`src/rtl/prng_pkg.sv`:
```
// rtl/prng_pkg.sv - shared xorshift32 constants, checker state type and step function
package prng_pkg;

    localparam int SHIFT_A   = 13;
    localparam int SHIFT_B   = 17;
    localparam int SHIFT_C   = 5;
    localparam int NUM_WORDS = 256;
    localparam int TIMEOUT   = 4096;
    localparam int CNT_W     = 9;

    typedef enum logic [1:0] {
        ST_IDLE  = 2'd0,
        ST_ARMED = 2'd1,
        ST_RUN   = 2'd2,
        ST_DONE  = 2'd3
    } chk_state_e;

    // One xorshift32 step; bits shifted past either end are discarded.
    function automatic logic [31:0] xorshift32_step(
        input logic [31:0] x,
        input int          sa = SHIFT_A,
        input int          sb = SHIFT_B,
        input int          sc = SHIFT_C
    );
        logic [31:0] x1;
        logic [31:0] x2;
        x1 = x ^ (x << sa);
        x2 = x1 ^ (x1 >> sb);
        return x2 ^ (x2 << sc);
    endfunction

endpackage

```
`src/rtl/xorshift32_step_comb.sv`:
```
// rtl/xorshift32_step_comb.sv - purely combinational xorshift32 next-state function
module xorshift32_step_comb
    import prng_pkg::*;
#(
    parameter int SA = SHIFT_A,
    parameter int SB = SHIFT_B,
    parameter int SC = SHIFT_C
) (
    input  logic [31:0] x,
    output logic [31:0] y
);

    assign y = xorshift32_step(x, SA, SB, SC);

endmodule

```
`config.mk`:
```
export PLATFORM = sky130hd
export DESIGN_NAME = xorshift32_step_comb
export DESIGN_NICKNAME = d
export VERILOG_FILES = /design/src/rtl/prng_pkg.sv /design/src/rtl/xorshift32_step_comb.sv
export SDC_FILE = /design/constraint.sdc
export NUM_CORES = 1
export LEC_CHECK = 0
export ABC_CLOCK_PERIOD_IN_PS = 1800
export CAP_MARGIN = 20
export CORE_MARGIN = 2
export CORE_UTILIZATION = 34
export DETAILED_ROUTE_END_ITERATION = 10
export MAX_ROUTING_LAYER = met4
export PLACE_DENSITY_LB_ADDON = 0.05
export SETUP_SLACK_MARGIN = 0.1
export SLEW_MARGIN = 20
export SYNTH_ARGS = -nofsm -noshare
export SYNTH_HDL_FRONTEND = slang
export SYNTH_SLANG_ARGS = --single-unit
```
`constraint.sdc`:
```
create_clock -name vclk -period 1.8
set_clock_uncertainty 0.2 [all_clocks]
set_input_delay 0.36 -clock vclk [all_inputs]
set_output_delay 0.36 -clock vclk [all_outputs]
set_load 0.02 [all_outputs]
```
==> flow_summary.toml, run 1 <==
[floorplanning]
fp-row-count = 17
die_height_um = 51.6
die_w_um = 51.6
initial_core_util = 0.355
ios = 64

[place]
dp_cells = 178
dpl.hpwl_um = 2040
placed_cell_area_mm2 = 0.00174
gp_congestion = 0.795
portBuffers = 64

[clock_network]
postCtsSetupBuffers = 20
cts_hold_repair.buffers = 0
cts_resized = 415

[yosys]
syn_avg_cell_area_um2 = 13.3
synth_cell_types = 5
ys_seq_area_frac = 0
yosys.area_share.xor_xnor = 1.00
synth_mux_area_frac = 0
syn_area_um2 = 769
synth_fp_nets = 90
synth_compound_area_frac = 0
synth-warning-count = 0
synth_adder_area_share = 0
synth-simple-area-share = 0
synth_top_family_by_area = "XOR/XNOR gates"
synthCells = 58

[outcome]
status = "stopped before the end"
error = "[ERROR DPL-0038] Utilization greater than 100%, impossible to legalize"
stop_stage = "clock tree synthesis"
[cells by family after synthesis]
family                    count (synthesis)
xor gates and xnor gates                 58
[per-stage QoR]
step / setup slack [ns] / utilization
global placement: -0.989 / 0.800
detailed placement: -1.00 / 0.800
floorplan: 0.0412 / -
[cell usage after synthesis]
library cell,number,share of area
xor2_1,13,0.15
xor3_2,1,0.033
xnor2_1,27,0.31
xnor3_1,8,0.23
xor3_1,9,0.28
==> inputs of run 2 (changes only) <==
CORE_AREA = 2 2 63 65   (was default)
CORE_MARGIN = default   (was 2)
CORE_UTILIZATION = default   (was 34)
DIE_AREA = 0 0 65 67   (was default)
MAX_ROUTING_LAYER = default   (was met4)
PLACE_DENSITY_LB_ADDON = 0.15   (was 0.05)
SETUP_SLACK_MARGIN = default   (was 0.1)
==> flow_summary.toml, run 2 <==
[outcome]
failed_checks = "negative setup slack"
status = "finished, violations left"

[flow_run]
cap_violations = 0

[timing]
worst_slack_ns = -0.0759
slew_violations = 0
fin_crit_sh = 1.04
setup_violations = 12
tns_ns = -0.548
fmax_mhz = 533
rsz0062_at_grt = "true"
tightest_slew_ns = 0.226
slew_headroom = 0.849
finalCriticalPeriod_ns = 1.88
hold_violations = 0

[yosys]
synth.most_common_cell = "xnor2_1"
synth_top_area_share = 0.307
syn_avg_cell_area_um2 = 13.3
synth-warning-count = 0
synth_cell_types = 5
ys_seq_area_frac = 0
synthTopCellsByCount = "xnor2_1 (27), xor2_1 (13), xor3_1 (9)"
synthCells = 58
synth_top_area_cell = "xnor2_1"
synth_fp_nets = 90
yosys-top-cells-area = "xnor2_1 (31%), xor3_1 (28%), xnor3_1 (23%), xor2_1 (15%), xor3_2 (3.3%)"
syn_area_um2 = 769

[route]
routed_wl_um = 2790
dr.pass1.iters = 2
vias_per_cell = 3.85
vias = 863
wl_per_cell_um = 12.4
ant_nets = 0
drt_iter0_markers = 3
route.detailed.drc = 0

[grt]
grt_remaining_overflow = 0
grt.total_usage = 0.128
grtUsageMet1 = 0.166
grtUsageMet3 = 0.0135
grt_pass1_vias = 959
grt_first_pass_wirelength_um = 4410
top_usage_layer = "met2"
grt_max_degree = 4
grt_antenna_before_repair = 0
use_met2 = 0.242

[floorplanning]
die_height_um = 67
ios = 64
initial_core_util = 0.213
die_w_um = 65
fp-row-count = 22
core_mm2 = 0.00361
dieArea_mm2 = 0.00436

[final_layout]
register_area_um2 = 0
fillerInstances = 301
multi_input_area_mm2 = 0.00113
final_common_cell = "buf_6"
antenna_cells = 0
syn_to_final_growth_pct = 205
clkbuf_count = 0
final_cell_area_mm2 = 0.00235
layout_common_cells = "buf_6 (49), buf_4 (41), xnor2_4 (13), buf_2 (13), buf_8 (11)"
nets = 210
drive_gt1_frac = 0.864
seq_cells = 0

[worst_setup_path]
cp_max_fo = 2
crit_arrival_ns = 1.32
cp_data_required_time_ns = 1.24
setup.worst_path.start_class = "input pin"
cp-end-kind = "output port"
critPathKind = "input pin to output port"

[clock_network]
cts_hold_repair.buffers = 0

[place]
pre_cts_ws_ns = -1.01
portBuffers = 64
placed_cell_area_mm2 = 0.00172
gp_congestion = 0.760
dpl.hpwl_um = 2010

[power_and_ir_drop]
vdd_drop_max_v = 0.000330
p_leak_nw = 1.20
power.density_mw_per_mm2 = 575
p_total_mw = 1.35

[hold_path]
min_path_cells = 4
hold_class = "input pin to output port"
[run 2: cell counts after synthesis]
No cell type changed its count.
[run 2: critical path, stage by stage]
cell and delay, ns:
buf_8 0.11, xnor2_4 0.14, buf_6 0.12, buf_6 0.10, xnor3_1 0.34, buf_6 0.14
[run 2: layer usage]
metal	up-vias	part of all wire
met2	39	0.55
met4	0	0
met1	394	0.39
met3	0	0.063
met5	-	0
li1	430	-
[run 2: area by class of cell]
cell class                      count  share of cell area
Timing Repair Buffer              118               0.494
Tap cell                           48              0.0256
Multi-Input combinational cell     58               0.480
[run 2: cell families (layout without fill, tap and decap cells)]
family / count (synthesis) / in the layout / synth area share
XOR/XNOR: 58 / 58 / 1.00
buffers and inverters: 0 / 118 / 0
[run 2: where the power goes]
group          internal, mW  total [mW]  switching [mW]
registers                 0           0               0
clock network             0           0               0
logic                 0.800        1.35           0.550
[run 2: final timing paths]
kind / from / end / slack [ns]
hold / removal: x[1] / y[1] / 0.94
setup / recovery: x[5] / y[6] / -0.08
[run 2: through the flow]
stage               hold WS (ns)  cells  utilization
finish                     0.936    224        0.651
global route               0.955    224        0.651
CTS                        0.930    222        0.582
detailed placement          1.72    198        0.478
global placement            1.73    198        0.478
floorplan                  0.648     58            -
[run 2: timing repair]
item	CTS	global route
pin swaps	40	26
cloned	0	0
gates resized for setup	367	55
setup buffers	25	5
endpoints found under the setup margin	32	22
Power figures use the tool's default switching activity.
